<file path="config.mk">
export PLATFORM = sky130hd
export DESIGN_NAME = instr_fetch_flat
export DESIGN_NICKNAME = d
export VERILOG_FILES = /design/src/rtl/fetch_pkg.sv /design/src/rtl/instr_fetch_if.sv /design/src/rtl/fetch_queue.sv /design/src/rtl/instr_fetch.sv /design/src/flat_wrapper.sv
export SDC_FILE = /design/constraint.sdc
export NUM_CORES = 1
export LEC_CHECK = 0
export ABC_CLOCK_PERIOD_IN_PS = 2100
export CORE_MARGIN = 2
export CORE_UTILIZATION = 57
export CTS_CLUSTER_DIAMETER = 40
export DETAILED_ROUTE_END_ITERATION = 10
export DONT_BUFFER_PORTS = 1
export PLACE_DENSITY_LB_ADDON = 0.3
export SETUP_SLACK_MARGIN = 0.15
export SYNTH_ARGS = -nofsm -noshare
export SYNTH_HDL_FRONTEND = slang
export SYNTH_HIERARCHICAL = 1
export SYNTH_SLANG_ARGS = --single-unit
</file>
<file path="constraint.sdc">
create_clock -name clk -period 2.1 [get_ports clk]
set_input_delay 0.42 -clock clk [delete_from_list [all_inputs] [get_ports clk]]
set_output_delay 0.42 -clock clk [all_outputs]
set_load 0.05 [all_outputs]
</file>
<file path="src/rtl/fetch_pkg.sv">
// Shared widths, state encoding and queue entry layout for the instruction fetch front end.
package fetch_pkg;
  localparam int ADDR_W  = 8;
  localparam int INSTR_W = 8;
  localparam logic [INSTR_W-1:0] HALT_OP_DEF = 8'hFF;

  typedef enum logic [1:0] {
    IDLE  = 2'd0,
    FETCH = 2'd1,
    HALT  = 2'd2
  } fetch_state_e;

  typedef struct packed {
    logic [ADDR_W-1:0]  pc;
    logic [INSTR_W-1:0] instr;
  } fetch_entry_t;
endpackage

</file>
<file path="src/rtl/instr_fetch_if.sv">
// Fetch front-end bus: IMEM read port, redirect input and the decode-side valid/ready handshake.
interface instr_fetch_if;
  import fetch_pkg::*;

  logic               fetch_en;
  logic [ADDR_W-1:0]  imem_addr;
  logic [INSTR_W-1:0] imem_instr;
  logic               redirect_valid;
  logic [ADDR_W-1:0]  redirect_pc;
  logic               instr_valid;
  logic               instr_ready;
  logic [INSTR_W-1:0] instr_data;
  logic [ADDR_W-1:0]  instr_pc;
  logic               halted;

  modport master (
    input  fetch_en, imem_instr, redirect_valid, redirect_pc, instr_ready,
    output imem_addr, instr_valid, instr_data, instr_pc, halted
  );

  modport slave (
    output fetch_en, imem_instr, redirect_valid, redirect_pc, instr_ready,
    input  imem_addr, instr_valid, instr_data, instr_pc, halted
  );
endinterface

</file>
<file path="src/rtl/fetch_queue.sv">
// Small synchronous FIFO of {pc, instr} pairs; flush wins over push and pop.
module fetch_queue
  import fetch_pkg::*;
#(
  parameter int  DEPTH = 2,
  localparam int PW    = $clog2(DEPTH)
) (
  input  logic         clk,
  input  logic         rst_n,
  input  logic         push,
  input  logic         pop,
  input  logic         flush,
  input  fetch_entry_t din,
  output fetch_entry_t dout,
  output logic         empty,
  output logic         full,
  output logic [PW:0]  count
);
  fetch_entry_t  mem_q [DEPTH];
  logic [PW-1:0] wr_ptr_q, rd_ptr_q;
  logic [PW:0]   count_q;
  logic          do_push, do_pop;

  assign empty   = (count_q == '0);
  assign full    = (count_q == (PW+1)'(DEPTH));
  assign do_pop  = pop & ~empty;
  // Full queue may still accept a word when the head leaves in the same cycle.
  assign do_push = push & (~full | do_pop);

  always_ff @(posedge clk or negedge rst_n) begin
    if (!rst_n) begin
      wr_ptr_q <= '0;
      rd_ptr_q <= '0;
      count_q  <= '0;
      for (int i = 0; i < DEPTH; i++) mem_q[i] <= '0;
    end else if (flush) begin
      wr_ptr_q <= '0;
      rd_ptr_q <= '0;
      count_q  <= '0;
    end else begin
      if (do_push) begin
        mem_q[wr_ptr_q] <= din;
        wr_ptr_q        <= wr_ptr_q + 1'b1;
      end
      if (do_pop) rd_ptr_q <= rd_ptr_q + 1'b1;
      case ({do_push, do_pop})
        2'b10:   count_q <= count_q + 1'b1;
        2'b01:   count_q <= count_q - 1'b1;
        default: count_q <= count_q;
      endcase
    end
  end

  assign dout  = mem_q[rd_ptr_q];
  assign count = count_q;
endmodule

</file>
<file path="src/rtl/instr_fetch.sv">
// Fetch front end: owns the PC, reads IMEM, queues {pc, instr} for decode, handles redirect and HALT.
module instr_fetch
  import fetch_pkg::*;
#(
  parameter int                 MEM_DEPTH = 32,
  parameter int                 Q_DEPTH   = 2,
  parameter logic [INSTR_W-1:0] HALT_OP   = HALT_OP_DEF
) (
  input  logic          clk,
  input  logic          rst_n,
  instr_fetch_if.master bus
);
  localparam int                CW      = $clog2(Q_DEPTH) + 1;
  localparam logic [ADDR_W-1:0] PC_MASK = ADDR_W'(MEM_DEPTH - 1);

  fetch_state_e      state_q, state_d;
  logic [ADDR_W-1:0] pc_q, pc_d;

  logic         q_empty, q_full, push, pop;
  logic [CW-1:0] q_count;
  fetch_entry_t q_din, q_dout;

  // A redirect turns the same-cycle pop into a discard, not a transfer.
  assign pop   = ~q_empty & bus.instr_ready & ~bus.redirect_valid;
  assign push  = (state_q == FETCH) & bus.fetch_en & ~bus.redirect_valid & (~q_full | pop);
  assign q_din = '{pc: pc_q, instr: bus.imem_instr};

  fetch_queue #(.DEPTH(Q_DEPTH)) u_queue (
    .clk   (clk),
    .rst_n (rst_n),
    .push  (push),
    .pop   (pop),
    .flush (bus.redirect_valid),
    .din   (q_din),
    .dout  (q_dout),
    .empty (q_empty),
    .full  (q_full),
    .count (q_count)
  );

  always_ff @(posedge clk or negedge rst_n) begin
    if (!rst_n) begin
      state_q <= IDLE;
      pc_q    <= '0;
    end else begin
      state_q <= state_d;
      pc_q    <= pc_d;
    end
  end

  always_comb begin
    state_d = state_q;
    pc_d    = pc_q;
    if (bus.redirect_valid) begin
      pc_d    = bus.redirect_pc & PC_MASK;
      state_d = bus.fetch_en ? FETCH : IDLE;
    end else begin
      if (push) pc_d = (pc_q + 1'b1) & PC_MASK;
      case (state_q)
        IDLE:    if (bus.fetch_en) state_d = FETCH;
        FETCH: begin
          if (!bus.fetch_en)                          state_d = IDLE;
          else if (push && bus.imem_instr == HALT_OP) state_d = HALT;
        end
        HALT:    state_d = HALT;
        default: state_d = IDLE;
      endcase
    end
  end

  assign bus.imem_addr   = pc_q;
  assign bus.instr_valid = (q_count != '0);
  assign bus.instr_data  = q_dout.instr;
  assign bus.instr_pc    = q_dout.pc;
  assign bus.halted      = (state_q == HALT);
endmodule
</file>
<file path="src/flat_wrapper.sv">
// flat-port wrapper written by rule: the top's interface ports become plain ports
module instr_fetch_flat import fetch_pkg::*;
#(
  parameter int                 MEM_DEPTH = 32,
  parameter int                 Q_DEPTH   = 2,
  parameter logic [INSTR_W-1:0] HALT_OP   = HALT_OP_DEF
)
  (clk, rst_n, bus_fetch_en, bus_imem_instr, bus_redirect_valid, bus_redirect_pc, bus_instr_ready, bus_imem_addr, bus_instr_valid, bus_instr_data, bus_instr_pc, bus_halted);
  instr_fetch_if bus_i ();
  input  logic clk;
  input  logic rst_n;
  input wire logic [$bits(bus_i.fetch_en)-1:0] bus_fetch_en;
  input wire logic [$bits(bus_i.imem_instr)-1:0] bus_imem_instr;
  input wire logic [$bits(bus_i.redirect_valid)-1:0] bus_redirect_valid;
  input wire logic [$bits(bus_i.redirect_pc)-1:0] bus_redirect_pc;
  input wire logic [$bits(bus_i.instr_ready)-1:0] bus_instr_ready;
  output wire logic [$bits(bus_i.imem_addr)-1:0] bus_imem_addr;
  output wire logic [$bits(bus_i.instr_valid)-1:0] bus_instr_valid;
  output wire logic [$bits(bus_i.instr_data)-1:0] bus_instr_data;
  output wire logic [$bits(bus_i.instr_pc)-1:0] bus_instr_pc;
  output wire logic [$bits(bus_i.halted)-1:0] bus_halted;
  assign bus_i.fetch_en = bus_fetch_en;
  assign bus_i.imem_instr = bus_imem_instr;
  assign bus_i.redirect_valid = bus_redirect_valid;
  assign bus_i.redirect_pc = bus_redirect_pc;
  assign bus_i.instr_ready = bus_instr_ready;
  assign bus_imem_addr = bus_i.imem_addr;
  assign bus_instr_valid = bus_i.instr_valid;
  assign bus_instr_data = bus_i.instr_data;
  assign bus_instr_pc = bus_i.instr_pc;
  assign bus_halted = bus_i.halted;
  instr_fetch #(.MEM_DEPTH(MEM_DEPTH), .Q_DEPTH(Q_DEPTH), .HALT_OP(HALT_OP)) u_core (.clk(clk), .rst_n(rst_n), .bus(bus_i));
endmodule
</file>
; Word level (Yosys, flattened, before mapping)
; Index checks and enable logic that the tools add are counted.
[totals]
regBits = 46
word_cells = 70
out_inout_bits = 26
in_bits = 21
[classes]
bitwise = 14
addsub = 5
mux = 20
reduce_logical = 11
eq_ne = 8
order_cmp = 3
[op_table]
columns = operator, count
row1 = 2-to-1 mux 16 bit, 4
row2 = bitwise mux 32 bit, 1
row3 = demux 16 bit (select 1 bit), 1
row4 = 2-to-1 mux 8 bit, 2
row5 = 2-to-1 mux 2 bit, 5
row6 = == test 8 bit (second input constant), 1
row7 = nonzero test 2 bit, 4
row8 = bitwise AND 1 bit, 7
row9 = == test 2 bit (second input constant), 3
row10 = case mux 2 bit (3 select lines), 1
row11 = adder 5 x 1 -> 5 bit (second input constant), 1
row12 = 2-to-1 mux 1 bit, 5
row13 = == test 2 x 1 -> 1 bit (second input constant), 2
row14 = greater-or-equal comparator 2 bit (second input constant), 2
row15 = logical NOT 2 bit, 2
row16 = != test 4 bit (second input constant), 1
row17 = NOT 1 -> 2 bit, 2
row18 = case mux 2 bit (2 select lines), 1
row19 = AND reduction 2 bit, 2
row20 = != test 3 bit (second input constant), 1
row21 = NOT 1 bit, 3
row22 = nonzero test 3 bit, 1
row23 = adder 1 bit (second input constant), 2
row24 = adder 2 x 1 -> 2 bit (second input constant), 1
row25 = 4 further kinds, 6

; Depth between registers and ports, before layout
[logic_depth]
ltp_word = 11
mapped_depth = 8
depth_no_buf = 7

; Hierarchy
; The synthesis kept the hierarchy.
[modules_own_cells]
columns = mod, seq_area_each_um2, instances, area_per_inst_um2, cells_per_inst
row1 = fetch_queue, 900.9, 1, 1657.8, 110
row2 = instr_fetch, 175.2, 1, 541.8, 62

; Worst setup path before layout
; OpenSTA, ideal clock, no wires.
[synth_path]
path_type = reg-to-reg
from = reg u_core.u_queue.count_q[0] (netlist: u_core/u_queue/count[0])
to = reg u_core/u_queue/mem_q[23] (netlist name)
required_ps = 1975
setup_ps = 125
slack_ps = -168
synth_period_minus_slack_ps = 2268
path_stages_with_launch = 9
arrival_time_ps = 2143
path_buffers = 2
path_cell_list = dfrtp_1 nor2_1 nand2b_2 a21boi_4 and2_1 or4b_1 buf_6 buf_12 mux2_4
[synth_via]
elab_chain_len = 8
elab_cells_between_ends = 12
classes_between = eq/ne (1) / bitwise (9) / reduce/logical (2)
[synth_rtl]
columns = element, line_no
row1 = from (decl), fetch_queue.sv:21  ; logic [PW:0] count_q;
row2 = from (signal assigned), fetch_queue.sv:47  ; 2'b10: count_q <= count_q + 1'b1;
row3 = from (signal assigned), fetch_queue.sv:48  ; 2'b01: count_q <= count_q - 1'b1;
row4 = from (signal assigned), fetch_queue.sv:49  ; default: count_q <= count_q;
row5 = logical NOT 2 bit, fetch_queue.sv:24  ; assign empty = (count_q == '0);
row6 = net u_core.q_empty, instr_fetch.sv:19  ; logic q_empty, q_full, push, pop;
row7 = NOT 1 bit, instr_fetch.sv:24  ; assign pop = ~q_empty & bus.instr_ready & ~bus.redirect_valid;
row8 = bitwise AND 1 bit (2 in a row), instr_fetch.sv:24
row9 = bitwise OR 1 bit, instr_fetch.sv:25  ; assign push = (state_q == FETCH) & bus.fetch_en & ~bus.redirect_valid & (~q_full | pop);
row10 = bitwise AND 1 bit, instr_fetch.sv:25
row11 = net u_core.push, instr_fetch.sv:19
row12 = bitwise AND 1 bit, fetch_queue.sv:28  ; assign do_push = push & (~full | do_pop);
row13 = AND reduction 2 bit (no line), -
row14 = "to (signal, indexed assignment)", fetch_queue.sv:42  ; mem_q[wr_ptr_q] <= din;
row15 = to (decl), fetch_queue.sv:19  ; fetch_entry_t mem_q [DEPTH];
; The timed path passes the listed nets, and every way through them passes these cells.
; A chain may end at the register's enable or synchronous reset.

; Worst setup path after layout
[layout_path]
from = reg u_core.state_q[1]
to = reg u_core/u_queue/mem_q[23] (netlist name)
[layout_via]
elab_chain_len = 6
[layout_rtl]
columns = element, line_no
row1 = from (decl), instr_fetch.sv:16  ; fetch_state_e state_q, state_d;
row2 = from (signal assigned), instr_fetch.sv:46  ; state_q <= state_d;
row3 = == test 2 x 1 -> 1 bit, instr_fetch.sv:25
row4 = bitwise AND 1 bit (3 in a row), instr_fetch.sv:25
row5 = net u_core.push, instr_fetch.sv:19
row6 = bitwise AND 1 bit, fetch_queue.sv:28
row7 = AND reduction 2 bit (no line), -
; The timed path passes the listed nets, and every way through them passes these cells.

==> metrics <==
Post-Syn Area=2200 um^2; top cell type by total area after synthesis=dfrtp_1; Yosys cell types=45; Core Area=3690 um^2; Final Cell Area=2560 um^2; highest clock rate=478 MHz; Sink Count=43; Peak VDD IR=0.406 mV; total CTS buffers=5; Static Leak=1.21 nW; Non-Filler Instances=252; RePlAce Congestion=0.782; drt drc=0; met3 wire len=292 um; wl on met1=1900 um; dpl cell area=2390 um^2; final number of setup-violating endpoints=0; antenna viol nets, final=0; Initial Utilization=59.6%; Post-layout nets=226; Iteration-0 DRC Markers=101; clock root cell=clkbuf_8; die height=66.1 um; fillers=262; Post-synth top cells=dfrtp_1 (43), mux2_2 (39), nand2_1 (10), mux2_4 (9); first-pass GRT wire length=7660 um; DR vias=1473; CP cell instances=and3b_4, a21boi_4, and2_4, or4b_4, buf_6, mux2_4; initial antenna violation count=0; status=finished clean; Tcrit/Tclk final=99.6%; Sw Ratio=35.3%; routed len/inst=18.6 um; most common cell in the synthesized netlist=dfrtp_1; clock power share=25.3%; Final Critical Period=2.09 ns; DP Wirelength=3270 um; PortBufs=0; Yosys top cell area share=48.9%; Layout area overhead=16.6%; Max H-tree Level=2; uppermost layer routed=met4; Die X=66.1 um; CP Class=register to register; vias in the first global route=1585; TritonCTS clock tree=yes; Worst Path Max Fanout=11; ys async rst share=100%; Int Pwr=1.57 mW; n_diodes=0; via-per-instance ratio=5.85; Clock Pin Slew Worst Setup and Hold Paths=0.08 ns; Die Footprint=4370 um^2; GRT overflow=0; HP Class=primary input to register; CP peak stage delay=0.47 ns; Worst EP arrival=2.26 ns; Cells after DPL=240; PwrDens=943 nW/um^2; Core Rows=22; Avg Inst Size Synth=12.8 um^2; CP Launch Type=register; largest net degree at the start of global routing=44; clock tree buffer depth=2; count of pins over their slew limit=0; I/O pin count=47; Post-Syn Instances=172; EDFF count, synth=0; final hold viol count=0; drt total wl=4680 um; ys flop type=dfrtp_1; share of cells above drive strength 1=44.1%; CP Data Required Time=2.27 ns; P_sw=853 uW; global-route usage over all layers=23.4%; First-pass DRT Iterations=4; Logic pwr share=31.7%; Synth area leaders=dfrtp_1 (49%), mux2_2 (20%), mux2_4 (6.1%); Seq/Total Area, Yosys=48.9%; routed wl met2=2430 um; Seq pwr share=43.0%; Ys Warns=6; RSZ-0062 raised after global routing=true; Clk Latency, worst-skew pair=0.29 ns; CP max-delay cell=or4b_4; Clock Skews=0.00246 ns; max cap viols=0; flops & latches, synth=43; Worst setup EP type=register
==> repair_timing <==
action | 4_1_cts | 5_1_grt
setup endpoints to repair | 32 | 32
hold endpoints to repair | 43 | 0
hold buffers | 2 | 0
gates cloned | 1 | 0
buffers inserted | 2 | 0
gates resized for setup | 7 | 0
==> flip-flops by register name (all words and copies together) (netlist names) <==
register	count
u_core/u_queue/rd_ptr_q	1
u_core/u_queue/count	2
u_core/u_queue/wr_ptr_q	1
u_core/u_queue/mem_q	32
u_core/state_q	2
u_core/bus.imem_addr	5
==> metrics by stage <==
| step | setup TNS, ns | setup slack (ns) | total power, mW | hold slack, ns | util, % |
|---|---|---|---|---|---|
| after floorplan | -0.647 | -0.0719 | 1.70 | 0.124 | - |
| after global placement | 0 | 0.0370 | 1.77 | 0.126 | 64.8 |
| after detailed placement | -0.00140 | -0.00140 | 1.80 | 0.125 | 64.8 |
| after CTS | 0 | 0.0324 | 2.44 | 0.183 | 69.5 |
| after global routing | -0.00410 | -0.00254 | 2.52 | 0.179 | 69.5 |
| final | 0 | 0.00930 | 2.42 | 0.191 | 69.5 |
==> cell type report <==
cell class / count / area (um^2) / area share, %
Clock buffer: 6 / 72.6 / 2.83
Inverter: 6 / 22.5 / 0.878
Sequential cell: 43 / 1080 / 42.0
Multi-Input combinational cell: 121 / 1070 / 41.8
Tap cell: 48 / 60.1 / 2.34
Timing Repair Buffer: 27 / 233 / 9.07
Clock inverter: 1 / 30.0 / 1.17
==> kinds of logic after synthesis <==
family | count (synthesis) | share of synthesized area, %
other cells | 1 | 0.170
compound gates | 23 | 8.48
simple gates | 38 | 10.1
fa+ha+maj | 1 | 0.569
mux | 49 | 26.6
flops | 43 | 48.9
buf+inv | 16 | 4.78
xor+xnor | 1 | 0.398
==> final timing paths <==
path,from,endpoint,slack [ns],cells after the start
setup / recovery,u_core/state_q[1],u_core/u_queue/mem_q[23],0.009,6
hold reg to reg,u_core/u_queue/mem_q[2],u_core/u_queue/mem_q[2],0.51,1
hold / removal,bus_redirect_valid,u_core/u_queue/count[0],0.19,1
max in group asynchronous,rst_n,u_core/u_queue/mem_q[31],1.30,2
setup reg to reg,u_core/state_q[1],u_core/u_queue/mem_q[23],0.009,6
min in group asynchronous,rst_n,u_core/u_queue/mem_q[16],0.60,2
==> critical path: cells and delay by family (launching register included) <==
kind	cells	cell delay, ns
compound gates	1	0.17
mux	1	0.30
simple gates	3	0.93
flops	1	0.39
buf+inv	1	0.17
==> layout by cell type, fill, tap and decap left out, types with 2 or more instances in the layout <==
cell type  count
nor3_1         2
inv_1          6
a211oi_1       2
and3_1         2
clkbuf_8       5
nand2b_1       2
nand2_1        9
mux2_2        39
mux2_4         9
nor2b_1        3
o211ai_1       3
buf_6          4
o21ai_0        3
o2111ai_1      2
nor2_1         5
conb_1         9
a2111o_1       2
buf_4         21
dfrtp_1       43
a21oi_1        3
o311ai_0       2
==> power groups by stage <==
stage               sequential (mW)  combinational, mW  clock, mW
finish                         1.04              0.766      0.612
global route                   1.06              0.798      0.662
CTS                            1.04              0.771      0.629
detailed placement             1.05              0.743          0
floorplan                      1.08              0.620          0
global placement               1.04              0.725          0
==> layer usage <==
layer	global-route usage, %	vias up
met5	0	-
met4	7.14	0
met3	5.45	6
met2	40.9	56
met1	28.7	733
li1	-	678
Note: power is estimated with default switching activity, not from simulation.
